`config.mk`:
```
export PLATFORM = sky130hd
export DESIGN_NAME = ofifo_drain
export DESIGN_NICKNAME = d
export VERILOG_FILES = /design/src/rtl/ofifo_drain_pkg.sv /design/src/rtl/ofifo_drain_unpack.sv /design/src/rtl/ofifo_drain.sv
export SDC_FILE = /design/constraint.sdc
export NUM_CORES = 1
export LEC_CHECK = 0
export ABC_CLOCK_PERIOD_IN_PS = 1790
export CELL_PAD_IN_SITES_DETAIL_PLACEMENT = 0
export CELL_PAD_IN_SITES_GLOBAL_PLACEMENT = 1
export CORE_ASPECT_RATIO = 1.1
export CORE_MARGIN = 2
export CORE_UTILIZATION = 28
export DETAILED_ROUTE_END_ITERATION = 6
export GPL_TIMING_DRIVEN = 0
export PLACE_DENSITY = 0.77
export SLEW_MARGIN = 20
export SYNTH_ARGS = -nofsm -noshare
export SYNTH_HDL_FRONTEND = slang
export SYNTH_HIERARCHICAL = 1
export SYNTH_SLANG_ARGS = --single-unit
```
`constraint.sdc`:
```
create_clock -name clk -period 1.79 [get_ports clk]
set_input_delay 0.358 -clock clk [delete_from_list [all_inputs] [get_ports clk]]
set_output_delay 0.358 -clock clk [all_outputs]
set_load 0.02 [all_outputs]
```
`src/rtl/ofifo_drain_pkg.sv`:
```
// Shared widths and FSM state encoding for the output-FIFO drain block.
package ofifo_pkg;

    localparam int unsigned COL     = 8;
    localparam int unsigned PSUM_BW = 16;
    localparam int unsigned MAIN_BW = 73;
    localparam int unsigned AUX_BW  = 55;
    localparam int unsigned LANE_BW = 9;

    typedef enum logic [1:0] {
        ST_IDLE  = 2'b00,
        ST_RUN   = 2'b01,
        ST_FLUSH = 2'b10
    } state_e;

endpackage

```
`src/rtl/ofifo_drain_unpack.sv`:
```
// Rebuilds one psum row from the main/aux store heads.
// Compressed rows carry COL signed 9-bit lanes in the main word only.
module psum_unpack
    import ofifo_pkg::*;
#(
    parameter int unsigned P_COL     = COL,
    parameter int unsigned P_PSUM_BW = PSUM_BW,
    parameter int unsigned P_MAIN_BW = MAIN_BW,
    parameter int unsigned P_AUX_BW  = AUX_BW,
    parameter int unsigned P_LANE_BW = LANE_BW
) (
    input  logic                           i_flag,
    input  logic [P_MAIN_BW-1:0]           i_main,
    input  logic [P_AUX_BW-1:0]            i_aux,
    output logic [P_COL*P_PSUM_BW-1:0]     o_row
);

    // Select raw concatenation or per-lane sign extension.
    always_comb begin
        o_row = '0;
        if (i_flag) begin
            for (int i = 0; i < int'(P_COL); i++) begin
                o_row[i*P_PSUM_BW +: P_PSUM_BW] =
                    {{(P_PSUM_BW-P_LANE_BW){i_main[i*P_LANE_BW+P_LANE_BW-1]}},
                     i_main[i*P_LANE_BW +: P_LANE_BW]};
            end
        end else begin
            o_row = {i_aux, i_main};
        end
    end

endmodule

```
`src/rtl/ofifo_drain.sv`:
```
// Drains a counted number of rows from flag/main/aux FWFT stores into a
// single registered output slot with valid/ready handshake.
module ofifo_drain
    import ofifo_pkg::*;
(
    input  logic                       clk,
    input  logic                       reset,
    input  logic                       start,
    input  logic [7:0]                 num_rows,
    input  logic                       flag_data,
    input  logic                       flag_empty,
    input  logic [MAIN_BW-1:0]         main_data,
    input  logic                       main_empty,
    input  logic [AUX_BW-1:0]          aux_data,
    input  logic                       aux_empty,
    output logic                       rd_main,
    output logic                       rd_aux,
    output logic [COL*PSUM_BW-1:0]     out,
    output logic                       o_valid,
    input  logic                       i_ready,
    output logic                       busy,
    output logic                       done
);

    localparam int unsigned ROW_BW = COL * PSUM_BW;
    localparam int unsigned CNT_BW = 9;

    state_e              r_state;
    logic [CNT_BW-1:0]   r_cnt;
    logic [ROW_BW-1:0]   r_out;
    logic                r_valid;
    logic                r_done;

    logic                w_head_avail;
    logic                w_pop;
    logic [ROW_BW-1:0]   w_row;

    psum_unpack u_unpack (
        .i_flag (flag_data),
        .i_main (main_data),
        .i_aux  (aux_data),
        .o_row  (w_row)
    );

    // Pop when a full row is at the heads and the output slot is free or freeing.
    assign w_head_avail = !flag_empty && !main_empty && (flag_data || !aux_empty);
    assign w_pop        = !reset && (r_state == ST_RUN) && w_head_avail
                          && (!r_valid || i_ready);

    assign rd_main = w_pop;
    assign rd_aux  = w_pop && !flag_data;
    assign out     = r_out;
    assign o_valid = r_valid;
    assign busy    = (r_state != ST_IDLE);
    assign done    = r_done;

    // Drain FSM, row counter and output slot.
    always_ff @(posedge clk) begin
        if (reset) begin
            r_state <= ST_IDLE;
            r_cnt   <= '0;
            r_out   <= '0;
            r_valid <= 1'b0;
            r_done  <= 1'b0;
        end else begin
            r_done <= 1'b0;

            if (w_pop) begin
                r_out   <= w_row;
                r_valid <= 1'b1;
                r_cnt   <= r_cnt - CNT_BW'(1);
            end else if (r_valid && i_ready) begin
                r_valid <= 1'b0;
            end

            case (r_state)
                ST_IDLE: begin
                    if (start) begin
                        r_cnt   <= (num_rows == 8'd0) ? CNT_BW'(256) : CNT_BW'(num_rows);
                        r_state <= ST_RUN;
                    end
                end
                ST_RUN: begin
                    if (w_pop && (r_cnt == CNT_BW'(1))) begin
                        r_state <= ST_FLUSH;
                    end
                end
                ST_FLUSH: begin
                    if (r_valid && i_ready) begin
                        r_state <= ST_IDLE;
                        r_done  <= 1'b1;
                    end
                end
                default: r_state <= ST_IDLE;
            endcase
        end
    end

endmodule

```
==> flow_summary.yaml <==
run_status:
  status: "complete, but fails checks"
  violations: "setup timing"
synth:
  ys_warn_count: 6
  synth_cell_type_count: 39
  yosysMostFrequentCell: "nand2_1"
  ys_seq_area_frac: 0.423
  synth_cells: 784
  synth_edf_count: 0
  syn_area_per_cell_um2: 8.51
  synthArstFlopShare: 0
  ys_ff_latch: 141
  synth_ff_type: "dfxtp_1"
  synth_area_leaders: "dfxtp_1 (42%), mux2_2 (20%), nand2_1 (15%)"
  syn-cell-area_um2: 6670
  synth_nets: 930
  synth_commonest_cells: "nand2_1 (259), dfxtp_1 (141), a21oi_1 (129), mux2_2 (119), clkbuf_1 (33)"
  synth_top_area_cell: "dfxtp_1"
  synth_top_area_share: 0.423
placed_design:
  portBuffers: 268
  hpwlAfterDp_um: 18300
  globalplace.congestion: 0.796
  pre_cts_slack_ns: -1.11
die:
  start_util: 0.283
  pin_count: 277
  die_w_um: 151
  die-area_um2: 25100
  rows: 59
  die_h_um: 166
  core_um2: 23500
clocking:
  cts_root_buffer: "clkbuf_16"
  cts_tree: "yes"
  cts-buffers-inserted: 17
  clk_latency_ns: 0.42
  clockBufferDepth: 2
  clock_sinks: 141
  cts_hold_buf: 0
  htree_levels: 4
  clk_pin_slew_ns: 0.06
worst_setup_path:
  required_ns: 1.43
  critPathCaptureType: "output pin"
  critPathKind: "reg2out"
  worstPathArrival_ns: 1.59
  crit_fanout: 6
  start_kind: "register"
min_path:
  hp-class: "in2reg"
timing:
  postLayoutSetupSlackWorst_ns: -0.162
  setup_viol: 26
  fin_setup_tns_ns: -0.448
  skew_ns: 0.00735
  slew_headroom: 0.342
  fmax_mhz: 512
  finalHoldViolCount: 0
  rsz0062_at_grt: "true"
  fin_crit_ns: 1.95
  min_period_over_period: 1.09
  worst_slew_pin_slew_ns: 0.985
  drv_slew: 0
global_routing:
  track_usage: 0.188
  grt_pass1_vias: 6364
  overflow: 0
  antenna_found_initial: 2
  grt_max_degree: 17
  grt_pass1_wl_um: 36100
power_and_ir_drop:
  p_leak_nw: 4.87
  powerDensity_nw_per_um2: 684
  peakVddDrop_mv: 0.631
final_layout:
  nets: 1246
  drive_above_1_share: 0.403
  area_delta_synth_final_pct: 82.1
  final_util: 0.516
route:
  drc: 0
  wl_um: 26400
  routedWlPerCell_um: 18.6
  drtIter0Drc: 230
  dr.pass1.iters: 4
  final_antenna_net_count: 0
  vias: 6739
  viasPerCell: 4.75
job:
  cap_violations: 0
## area by class of cell
| cell class | instances | area [µm²] |
|---|---|---|
| plain buffers | 68 | 662 |
| clock inverters | 11 | 141 |
| well taps | 305 | 382 |
| inverters | 3 | 11.3 |
| repair buffers | 297 | 3240 |
| diodes | 1 | 2.50 |
| fillers | 2206 | 11400 |
| multi-input cells | 572 | 4430 |
| clock buffers | 21 | 460 |
| flip-flops and latches | 141 | 2830 |
## cells by family (layout without fill, tap and decap cells)
logic type      after synthesis  after routing  share of synthesized area
mux                         119            119                      0.201
flops                       141            141                      0.423
other cells                   0              1                          0
buf+inv                      71            400                     0.0662
simple gates                304            304                      0.189
compound gates              146            146                      0.116
fa+ha+maj                     2              2                    0.00375
xor+xnor                      1              1                    0.00131
## power by group
| part | switching [W] | internal (W) |
|---|---|---|
| Clock | 0.00143 | 0.00226 |
| Combinational | 0.000644 | 0.000736 |
| Sequential | 0.0000404 | 0.00320 |
## worst paths after layout
check	startpoint	endpoint	slack [ns]	depth (start not counted)
worst max-delay path	r_state[1]	rd_aux	-0.16	5
worst min-delay path	main_data[5]	out[5]	0.20	3
worst max register to register	r_cnt[2]	r_state[0]	-0.04	4
worst min register to register	out[126]	out[126]	0.45	2
## repair_timing
action,CTS,global route
setup buffers,5,9
gates resized for setup,65,350
cloned,0,15
pin swaps,3,152
setup endpoints to repair,130,140
## per-stage QoR
step                cell area, µm²  total power, W  hold slack [ns]  instances
finish                       12200         0.00831            0.197       1419
global placement              9740         0.00445            0.442       1357
global route                 12200         0.00862            0.190       1419
detailed placement            9740         0.00445            0.446       1357
floorplan                     6670         0.00387            0.473        784
CTS                          10500         0.00817            0.173       1394
## metal layers
layer  share of wire  global-route usage
met2            0.49               0.312
met5         0.00061                   0
met1            0.42               0.229
met4           0.024              0.0679
met3           0.063              0.0549
## flip-flops by register name (all words and copies together) (netlist names)
register / flops
out: 128
done: 1
r_cnt: 9
o_valid: 1
r_state: 2
## cells in the final DEF (no fill, tap or decap), drive strengths merged, types with 2 or more instances in the layout
cell type	count
nor2	9
or2	3
nand4	2
ha	2
nor3	2
buf	44
o21ai	4
nor3b	2
bufinv	3
clkbuf	77
dfxtp	141
a211oi	2
inv	3
a21oi	130
dlygate4sd2	6
o31ai	2
or3	3
nand3b	3
dlymetal6s2s	16
mux2	119
clkinvlp	3
clkinv	5
nand3	3
a311oi	4
nand2b	3
nor4	6
o31a	2
or4	5
clkdlybuf4s50	243
nand2	259
## worst max-delay path: stages, from the launching register on
cell,delay [ns]
dfxtp_4,0.37
nor4_4,0.14
nand4_1,0.25
clkbuf_8,0.22
nor2_4,0.07
buf_6,0.13
(Power assumes the default switching activity.)
